===== config.mk =====
export PLATFORM = sky130hd
export DESIGN_NAME = vpu_instr_sequencer
export DESIGN_NICKNAME = d
export VERILOG_FILES = /design/src/rtl/vpu_instr_sequencer.sv
export SDC_FILE = /design/constraint.sdc
export NUM_CORES = 1
export LEC_CHECK = 0
export CORE_MARGIN = 1
export CORE_UTILIZATION = 50
export CTS_BUF_LIST = sky130_fd_sc_hd__clkbuf_4 sky130_fd_sc_hd__clkbuf_8 sky130_fd_sc_hd__clkbuf_16
export DETAILED_ROUTE_END_ITERATION = 10
export HOLD_SLACK_MARGIN = 0.06
export PLACE_DENSITY = 0.86
export SETUP_SLACK_MARGIN = 0.3
export SLEW_MARGIN = 20
export SYNTH_ARGS = -nofsm -noshare
export SYNTH_HDL_FRONTEND = slang
export SYNTH_SLANG_ARGS = --single-unit

===== constraint.sdc =====
create_clock -name clk -period 3.9 [get_ports clk]
set_clock_uncertainty 0.05 [all_clocks]
set_input_delay 0.585 -clock clk [delete_from_list [all_inputs] [get_ports clk]]
set_output_delay 0.585 -clock clk [all_outputs]
set_load 0.01 [all_outputs]

===== src/rtl/vpu_instr_sequencer.sv =====
// ----------------------------------------------------------------------------
// vpu_instr_sequencer
//
// Instruction-driven controller for the systolic array. Fetches 32-bit
// instructions from the instruction memory, decodes the one-hot opcode field
// (highest set bit wins) and drives the array's load/swap/shift/accumulate/
// clear controls. Also runs the DPRAM bursts that fill the operand buffers
// and write accumulator bytes back.
//
// Ports:
//   clk, rst                  clock, asynchronous active-low reset
//   start / busy / done       run control: start at pc=0, busy until HALT,
//                             done pulses on entering HALT
//   rd_addr / rd_data         instruction memory read port (1-cycle latency)
//   addr_b/we_b/din_b/dout_b  DPRAM port B (1-cycle read latency)
//   load_en_*/addr_*/data_in_* operand buffer write strobes, index, data
//   swap_buffers_*            buffer swap pulses
//   shift_en_right/down       shift pulses; acc_en accumulate enable
//   acc_rst, buffer_rst_*     clear pulses
//   addr_acc / acc_out        accumulator select (registered) and its value
// ----------------------------------------------------------------------------
module vpu_instr_sequencer #(
  parameter int DATA_WIDTH     = 8,
  parameter int MATRIX_SIZE    = 8,
  parameter int ACC_WIDTH      = 32,
  parameter int INSTR_DEPTH    = 256,
  parameter int DP_ADDR_WIDTH  = 10,
  parameter int ADDR_WIDTH     = $clog2(MATRIX_SIZE),
  parameter int ACC_ADDR_WIDTH = $clog2(MATRIX_SIZE*MATRIX_SIZE),
  parameter int PC_W           = $clog2(INSTR_DEPTH)
) (
  input  logic                      clk,
  input  logic                      rst,
  input  logic                      start,
  output logic                      busy,
  output logic                      done,
  output logic [PC_W-1:0]           rd_addr,
  input  logic [31:0]               rd_data,
  output logic [DP_ADDR_WIDTH-1:0]  addr_b,
  output logic                      we_b,
  output logic [DATA_WIDTH-1:0]     din_b,
  input  logic [DATA_WIDTH-1:0]     dout_b,
  output logic                      load_en_left,
  output logic                      load_en_top,
  output logic [ADDR_WIDTH-1:0]     addr_left,
  output logic [ADDR_WIDTH-1:0]     addr_top,
  output logic [DATA_WIDTH-1:0]     data_in_left,
  output logic [DATA_WIDTH-1:0]     data_in_top,
  output logic                      swap_buffers_left,
  output logic                      swap_buffers_top,
  output logic                      shift_en_right,
  output logic                      shift_en_down,
  output logic                      acc_en,
  output logic                      acc_rst,
  output logic                      buffer_rst_left,
  output logic                      buffer_rst_top,
  output logic [ACC_ADDR_WIDTH-1:0] addr_acc,
  input  logic [ACC_WIDTH-1:0]      acc_out
);

  // Burst counter must reach MATRIX_SIZE (load) and 3 (accumulator write).
  localparam int CNT_W = ($clog2(MATRIX_SIZE+1) > 2) ? $clog2(MATRIX_SIZE+1) : 2;

  typedef enum logic [2:0] {
    S_IDLE, S_FETCH, S_DECODE, S_EXEC, S_BURST, S_WAIT, S_HALT
  } state_e;

  typedef enum logic [3:0] {
    OP_HALT, OP_LOAD_LEFT, OP_LOAD_TOP, OP_SWAP_LEFT, OP_SWAP_TOP,
    OP_SHIFT_RIGHT, OP_SHIFT_DOWN, OP_LOAD_ACC, OP_WRITE_ACC, OP_WAIT,
    OP_JUMP, OP_CLR, OP_NOP
  } op_e;

  state_e           state;
  op_e              op_q;
  op_e              dec_op;
  logic [PC_W-1:0]  pc;
  logic [CNT_W-1:0] cnt;
  logic [12:0]      wait_cnt;
  logic             unused_bits;

  // Highest set opcode bit wins; all-zero opcode field is HALT.
  function automatic op_e decode_op(input logic [11:0] f);
    op_e op;
    op = OP_HALT;
    if      (f[11]) op = OP_LOAD_LEFT;
    else if (f[10]) op = OP_LOAD_TOP;
    else if (f[9])  op = OP_SWAP_LEFT;
    else if (f[8])  op = OP_SWAP_TOP;
    else if (f[7])  op = OP_SHIFT_RIGHT;
    else if (f[6])  op = OP_SHIFT_DOWN;
    else if (f[5])  op = OP_LOAD_ACC;
    else if (f[4])  op = OP_WRITE_ACC;
    else if (f[3])  op = OP_WAIT;
    else if (f[2])  op = OP_JUMP;
    else if (f[1])  op = OP_CLR;
    else if (f[0])  op = OP_NOP;
    return op;
  endfunction

  function automatic logic [PC_W-1:0] pc_inc(input logic [PC_W-1:0] p);
    if (p == PC_W'(INSTR_DEPTH-1)) return '0;
    return p + PC_W'(1);
  endfunction

  // Little-endian byte i of the selected accumulator.
  function automatic logic [DATA_WIDTH-1:0] acc_byte(input logic [ACC_WIDTH-1:0] a,
                                                     input logic [1:0] i);
    return a[DATA_WIDTH*i +: DATA_WIDTH];
  endfunction

  assign dec_op      = decode_op(rd_data[31:20]);
  assign rd_addr     = pc;
  assign unused_bits = ^rd_data[19:16];

  // dout_b arrives one cycle after addr_b, aligned with the registered strobe.
  assign data_in_left = {DATA_WIDTH{load_en_left}} & dout_b;
  assign data_in_top  = {DATA_WIDTH{load_en_top}}  & dout_b;

  always_ff @(posedge clk or negedge rst) begin
    if (!rst) begin
      state             <= S_IDLE;
      op_q              <= OP_HALT;
      pc                <= '0;
      cnt               <= '0;
      wait_cnt          <= '0;
      busy              <= 1'b0;
      done              <= 1'b0;
      addr_b            <= '0;
      we_b              <= 1'b0;
      din_b             <= '0;
      load_en_left      <= 1'b0;
      load_en_top       <= 1'b0;
      addr_left         <= '0;
      addr_top          <= '0;
      swap_buffers_left <= 1'b0;
      swap_buffers_top  <= 1'b0;
      shift_en_right    <= 1'b0;
      shift_en_down     <= 1'b0;
      acc_en            <= 1'b0;
      acc_rst           <= 1'b0;
      buffer_rst_left   <= 1'b0;
      buffer_rst_top    <= 1'b0;
      addr_acc          <= '0;
    end else begin
      done              <= 1'b0;
      we_b              <= 1'b0;
      load_en_left      <= 1'b0;
      load_en_top       <= 1'b0;
      swap_buffers_left <= 1'b0;
      swap_buffers_top  <= 1'b0;
      shift_en_right    <= 1'b0;
      shift_en_down     <= 1'b0;
      acc_en            <= 1'b0;
      acc_rst           <= 1'b0;
      buffer_rst_left   <= 1'b0;
      buffer_rst_top    <= 1'b0;

      unique case (state)
        S_IDLE: begin
          if (start) begin
            pc    <= '0;
            busy  <= 1'b1;
            state <= S_FETCH;
          end
        end

        // rd_addr = pc this cycle; instruction is valid next cycle.
        S_FETCH: state <= S_DECODE;

        S_DECODE: begin
          op_q <= dec_op;
          cnt  <= '0;
          pc   <= (dec_op == OP_JUMP) ? rd_data[PC_W-1:0] : pc_inc(pc);
          unique case (dec_op)
            OP_HALT: begin
              done  <= 1'b1;
              state <= S_HALT;
            end
            OP_LOAD_LEFT, OP_LOAD_TOP: begin
              addr_b <= rd_data[DP_ADDR_WIDTH-1:0];
              state  <= S_BURST;
            end
            OP_WRITE_ACC: begin
              we_b   <= 1'b1;
              addr_b <= rd_data[DP_ADDR_WIDTH-1:0];
              din_b  <= acc_byte(acc_out, 2'd0);
              state  <= S_BURST;
            end
            OP_WAIT: begin
              wait_cnt <= rd_data[12:0];
              state    <= (rd_data[12:0] == '0) ? S_FETCH : S_WAIT;
            end
            default: begin
              state <= S_EXEC;
              unique case (dec_op)
                OP_SWAP_LEFT:  swap_buffers_left <= 1'b1;
                OP_SWAP_TOP:   swap_buffers_top  <= 1'b1;
                OP_SHIFT_RIGHT: begin
                  shift_en_right <= 1'b1;
                  acc_en         <= rd_data[13];
                end
                OP_SHIFT_DOWN: begin
                  shift_en_down <= 1'b1;
                  acc_en        <= rd_data[13];
                end
                OP_LOAD_ACC:   addr_acc <= rd_data[ACC_ADDR_WIDTH-1:0];
                OP_CLR: begin
                  acc_rst         <= 1'b1;
                  buffer_rst_left <= rd_data[14];
                  buffer_rst_top  <= rd_data[15];
                end
                default: ;
              endcase
            end
          endcase
        end

        S_EXEC: state <= S_FETCH;

        S_BURST: begin
          if (op_q == OP_WRITE_ACC) begin
            if (cnt == CNT_W'(3)) begin
              state <= S_FETCH;
            end else begin
              we_b   <= 1'b1;
              addr_b <= addr_b + DP_ADDR_WIDTH'(1);
              din_b  <= acc_byte(acc_out, cnt[1:0] + 2'd1);
              cnt    <= cnt + CNT_W'(1);
            end
          end else begin
            // Beat cnt presents the address; the buffer write for it lands
            // one cycle later, so the burst runs MATRIX_SIZE+1 cycles.
            if (cnt == CNT_W'(MATRIX_SIZE)) begin
              state <= S_FETCH;
            end else begin
              if (op_q == OP_LOAD_LEFT) begin
                load_en_left <= 1'b1;
                addr_left    <= cnt[ADDR_WIDTH-1:0];
              end else begin
                load_en_top <= 1'b1;
                addr_top    <= cnt[ADDR_WIDTH-1:0];
              end
              addr_b <= addr_b + DP_ADDR_WIDTH'(1);
              cnt    <= cnt + CNT_W'(1);
            end
          end
        end

        S_WAIT: begin
          if (wait_cnt == 13'd1) state <= S_FETCH;
          else                   wait_cnt <= wait_cnt - 13'd1;
        end

        S_HALT: begin
          busy  <= 1'b0;
          state <= S_IDLE;
        end

        default: state <= S_IDLE;
      endcase
    end
  end

endmodule


======== Yosys cells after proc, flatten, opt, wreduce, memory -nomap -nowiden ========
Cells that the tools add are included.
cells by class
  shifts and indexed selects .............. 1
  bitwise gates (word level) .............. 6
  add/sub/neg operators ................... 5
  muxes and demuxes ....................... 83
  reduce and logical (&&, ||, !) cells .... 20
  equal/unequal tests ..................... 35
operators by type and width
  operator                                                                count
  4-bit 2-to-1 mux                                                        15
  8-bit 2-to-1 mux                                                        7
  1-bit 2-to-1 mux                                                        40
  10-bit 2-to-1 mux                                                       4
  8-bit one-hot mux with 2 select lines                                   2
  32-bit by 6-bit variable part select with 8-bit output                  1
  13-bit 2-to-1 mux                                                       2
  13-bit one-hot mux with 2 select lines                                  1
  4-bit equality test, second input constant                              6
  10-bit one-hot mux with 2 select lines                                  1
  4-bit AND reduction                                                     5
  3-bit 2-to-1 mux                                                        6
  3-bit one-hot mux with 6 select lines                                   1
  8-bit bitwise AND                                                       2
  4-bit by 3-bit equality test with 1-bit output, second input constant   4
  2-bit inequality test, second input constant                            8
  13-bit by 1-bit equality test with 1-bit output, second input constant  1
  13-bit zero test                                                        1
  13-bit by 1-bit subtractor with 13-bit output, second input constant    1
  4-bit by 2-bit equality test with 1-bit output, second input constant   3
  3-bit inequality test, second input constant                            4
  10-bit by 1-bit adder with 10-bit output, second input constant         1
  3-bit equality test, second input constant                              3
  3-bit one-hot mux with 3 select lines                                   1
  18 further kinds                                                        30
word-level totals
  register bits ........................... 75
  input port bits ......................... 75
  word-level logic and storage cells ...... 173
  output and inout port bits .............. 67

======== Longest topological paths before layout ========
  depth in word-level cells ............... 17
  depth in mapped cells ................... 9
  depth with buffers taken out ............ 7

======== Worst setup path after synthesis ========
OpenSTA, ideal clock, no wires.
  kind .................................... in2reg
  start ................................... input port rd_data[24]
  end ..................................... register addr_b[9]
  required time ........................... 3728 ps
  library setup time ...................... 122 ps
  cell stages on the path ................. 7
  path buffers ............................ 1
  arrival ................................. 2218 ps
  slack ................................... 1509 ps
  path through ............................ or4_4 o31a_1 a211oi_2 o221ai_2 buf_6 a21o_1 o2bb2ai_1
between the ends
  cells in the longest elaborated chain, start to end .. 12
  elaborated cells between the ends (all ways) .. 14
  classes of those cells .................. eq/ne (4); mux (8); reduce/logical (2)
RTL lines
  what                                               line  RTL
  start, declared                                    38    input logic [31:0] rd_data,
  4-bit 2-to-1 mux *                                 93    else if (f[4]) op = OP_WRITE_ACC;
  4-bit 2-to-1 mux *                                 92    else if (f[5]) op = OP_LOAD_ACC;
  4-bit 2-to-1 mux *                                 91    else if (f[6]) op = OP_SHIFT_DOWN;
  4-bit 2-to-1 mux *                                 90    else if (f[7]) op = OP_SHIFT_RIGHT;
  4-bit 2-to-1 mux *                                 89    else if (f[8]) op = OP_SWAP_TOP;
  4-bit 2-to-1 mux *                                 88    else if (f[9]) op = OP_SWAP_LEFT;
  4-bit 2-to-1 mux *                                 87    else if (f[10]) op = OP_LOAD_TOP;
  4-bit 2-to-1 mux *                                 86    if (f[11]) op = OP_LOAD_LEFT;
  4-bit equality test, or another cell as far along  175   unique case (dec_op)
  3-bit OR reduction (no line) *                     --
  2-bit inequality test (no line) *                  --
  4-bit AND reduction (no line) *                    --
  end signal, assigned                               181   addr_b <= rd_data[DP_ADDR_WIDTH-1:0];
  end signal, assigned                               186   addr_b <= rd_data[DP_ADDR_WIDTH-1:0];
  end signal, assigned                               227   addr_b <= addr_b + DP_ADDR_WIDTH'(1);
  end, declared                                      39    output logic [DP_ADDR_WIDTH-1:0] addr_b,
Mark *: on every way between the ends. The rest lies on a longest branch, timed or not.
A chain may end at the register's enable or synchronous reset.

======== Worst setup path in the final report ========
  start ................................... input port rd_data[21]
  end ..................................... register pc[5] (netlist: rd_addr[5])
between the ends
  cells in the longest elaborated chain, start to end .. 14
RTL lines
  what                                   line  RTL
  4-bit 2-to-1 mux                       96    else if (f[1]) op = OP_CLR;
  4-bit 2-to-1 mux                       95    else if (f[2]) op = OP_JUMP;
  4-bit 2-to-1 mux                       94    else if (f[3]) op = OP_WAIT;
  4-bit 2-to-1 mux                       93
  4-bit 2-to-1 mux                       92
  4-bit 2-to-1 mux                       91
  4-bit 2-to-1 mux                       90
  4-bit 2-to-1 mux                       89
  4-bit 2-to-1 mux                       88
  4-bit 2-to-1 mux                       87
  4-bit 2-to-1 mux                       86
  4-bit equality test                    174   pc <= (dec_op == OP_JUMP) ? rd_data[PC_W-1:0] : pc_inc(pc);
  8-bit 2-to-1 mux                       174
  8-bit one-hot mux with 2 select lines  159   unique case (state)
  end signal, assigned                   174
  end, declared                          77    logic [PC_W-1:0] pc;
Every way passes these cells.

==> summary.txt <==
status: completed
Setup TNS Final: 0 ns
Worst-Margin Slew: 0.9487 ns
largest stage delay on the critical path: 0.52 ns
die height: 95.47 um
GR Util All Layers: 28.43%
post-CTS setup buffers: 0
initial antenna violation count: 0
root buf cell: clkbuf_8
syn nets: 572
Tcrit/Tclk final: 75.40%
Iter 0 DRT Violations: 246
Async SR Flop Fraction: 100.0%
area of the core: 0.008341 mm^2
Ant. Diodes: 0
H-tree level count: 3
Setup crit end kind: flip-flop
Switching Share: 37.80%
RSZ-0062 raised after global routing: no
Comb power frac: 41.9%
vias in the first global route: 4181
sequential area share after synthesis: 42.97%
Hold Violations, Final: 0
R2R depth: 7
cells after synthesis: 491
post-cts resize count: 0
largest net degree at the start of global routing: 76
post-DP HPWL: 9166 um
crit path launch: rd_data[21]
net switching power: 1.267 mW
Synth cell types: 57
first-pass GRT wire length: 19820 um
Placed Area: 0.005824 mm^2
crit path max-delay cell type: a221oi_2
smallest hold slack: 0.3168 ns
Post-DRT Antenna Nets: 0
Clock power frac: 20.9%
Final Cell Area: 0.006060 mm^2
leading register cell type out of synthesis: dfrtp_1
share of cells above drive strength 1: 7.631%
clk sinks: 75
crit start category: primary input
CP required: 4.08 ns
critical path cell sequence: clkdlybuf4s50_1 -> or2_2 -> a221oi_2 -> and2_0 -> nor3_1 -> buf_4 -> o311ai_0 -> nand2_1
Final min period: 2.941 ns
wire per inst: 17.13 um
crit-path max FO: 11
PwrDens: 553.1 mW/mm^2
part of the power in registers: 37.2%
fin util: 72.65%
Final Max Tran Viols: 0
synthesized area per cell: 8.896 um^2
full die area: 0.009114 mm^2
LEAKAGE: 2.524 nW
area of the multi-input gates: 0.002338 mm^2
Starting Density: 52.37%
Rows: 33
clk_lat worst skew: 0.35 ns
internal power: 2.085 mW
worst hold path class: in -> async
max_cap viols: 0
cell taking the most area after synthesis: dfrtp_1
Routed WL: 12570 um
CTS tree: yes
Synth Register Bits: 75
via/cell ratio: 6.048
Die X: 95.47 um
CTS buffer count: 9
Mapped Area: 0.004368 mm^2
FILL cells: 631
CTS Hold Bufs: 0
f_max: 0.3401 GHz
CP bufs+invs: 2
via count: 4439
WP depth: 8
gr ovfl total: 0
Synth top area share: 42.97%
clock buffer depth: 2
CP top delay family: simple AND/OR/NAND/NOR gates
PortBufs: 137
largest cells by area after synthesis: dfrtp_1, o21ai_0, nand2_1, mux2_2, and2_1
final net count: 705
Ports: 142
Post-synth EDFFs: 0
Placer Congestion: 0.9179
CP Data Arrival Time: 3.12 ns
placed insts: 718
number of synthesis warnings: 0
Synth-to-Final Area Change: 38.73%
DRC Markers: 0
Rel. slew slack: 36.75%
count of final setup violators: 0
clock slew at reported path FFs: 0.09 ns
final std cells w/o fill: 734
reg2reg start: state[2]
peak supply drop: 0.0003846 V
WS Path Type: in -> reg
sequential cell area: 0.001877 mm^2
drt first pass iters: 5
-- sequential cells by signal, indices dropped and copies added (netlist names), 3 cells and up --
name and flops:
din_b 8, addr_b 10, wait_cnt 13, cnt 4, op_q 4, state 3
addr_left 3, rd_addr 8, addr_top 3, addr_acc 6
-- cells by family (layout without fill, tap and decap cells) --
kind of cell | count (synthesis) | count (layout) | share of synthesized area, %
AOI/OAI and AO/OA | 149 | 149 | 22.17
xor gates and xnor gates | 5 | 5 | 1.003
adders and majority gates | 6 | 6 | 1.719
buffers and inverters | 36 | 174 | 3.495
DFF | 75 | 75 | 42.97
muxes | 27 | 27 | 6.646
and+or+nand+nor | 193 | 193 | 22.00
-- layout make-up --
type	instances	share of cell area, %
inverters	13	0.8053
multi-input cells	380	38.59
flip-flops and latches	75	30.97
clock buffers	11	2.498
well taps	105	2.168
clock inverters	5	1.383
repair buffers	145	23.58
-- cell usage after synthesis, drive strengths merged, types with 4 or more instances --
library cell,n
mux2i,11
o2bb2ai,13
nand2,57
and2,26
nor2b,7
clkbuf,14
o22ai,15
nand4,4
dfrtp,75
nor4,9
nor3,15
nor3b,4
o31ai,7
a22oi,8
nor2,39
or4,4
inv,13
o21ai,56
a21oi,22
and3,11
mux2,16
ha,6
nand3,8
buf,9
-- stage by stage --
step	setup WS, ns	power (mW)
4_1_cts	1.064	3.358
6_report	0.9594	3.352
5_1_grt	0.8979	3.562
2_1_floorplan	1.509	2.063
3_3_place_gp	0.7654	2.584
3_5_place_dp	0.6856	2.652
-- cell usage in the layout, fill, tap and decap left out, types with 2 or more instances in the layout --
cell type and n:
o22ai_1 15, nor3_1 15, o2bb2ai_1 13, a22oi_1 8
and2_1 25, a21oi_1 22, mux2_2 16, clkbuf_8 11
mux2i_1 11, a31oi_1 2, inv_1 13, clkinvlp_4 2
nand3_1 8, and3_1 11, or4_1 3, o21ai_0 55
o31ai_1 7, buf_4 9, bufinv_16 2, o22a_1 3
a41oi_1 2, nor4_1 9, clkdlybuf4s50_1 136, nor3b_1 4
ha_1 6, nand2b_1 3, nand4_1 4, xor2_1 3
o21a_1 3, dfrtp_1 75, nor2b_1 7, nor2_1 39
nand2_1 57, xnor2_1 2, o31a_1 3
-- worst register-to-register path: cells and delay by family, from the launching register on --
kind,cells,cell delay (ns)
and+or+nand+nor,1,0.74
DFF,1,0.52
buffers and inverters,1,0.22
AOI/OAI and AO/OA,5,1.16
-- worst paths after layout --
kind / endpoint / slack, ns
worst max-delay path: rd_addr[5] / 0.96
worst min-delay path: addr_acc[1] / 0.32
worst max register to register: addr_b[7] / 1.06
worst min register to register: din_b[0] / 0.43
max in group asynchronous: op_q[3] / 2.85
min in group clk: din_b[0] / 0.43
-- power groups by stage --
stage / registers [mW] / logic, mW / clock network, mW
floorplan: 1.23 / 0.830 / 0
global route: 1.28 / 1.54 / 0.737
CTS: 1.24 / 1.41 / 0.710
detailed placement: 1.25 / 1.40 / 0
finish: 1.25 / 1.41 / 0.700
global placement: 1.23 / 1.35 / 0
-- routing by layer --
layer	track usage [%]	share of wire, %	vias up
li1	-	-	2071
met1	33.90	40	2134
met2	50.24	49	204
met3	4.944	8.3	30
met4	12.19	2.9	0
met5	0	0	-
Power figures use the tool's default switching activity.
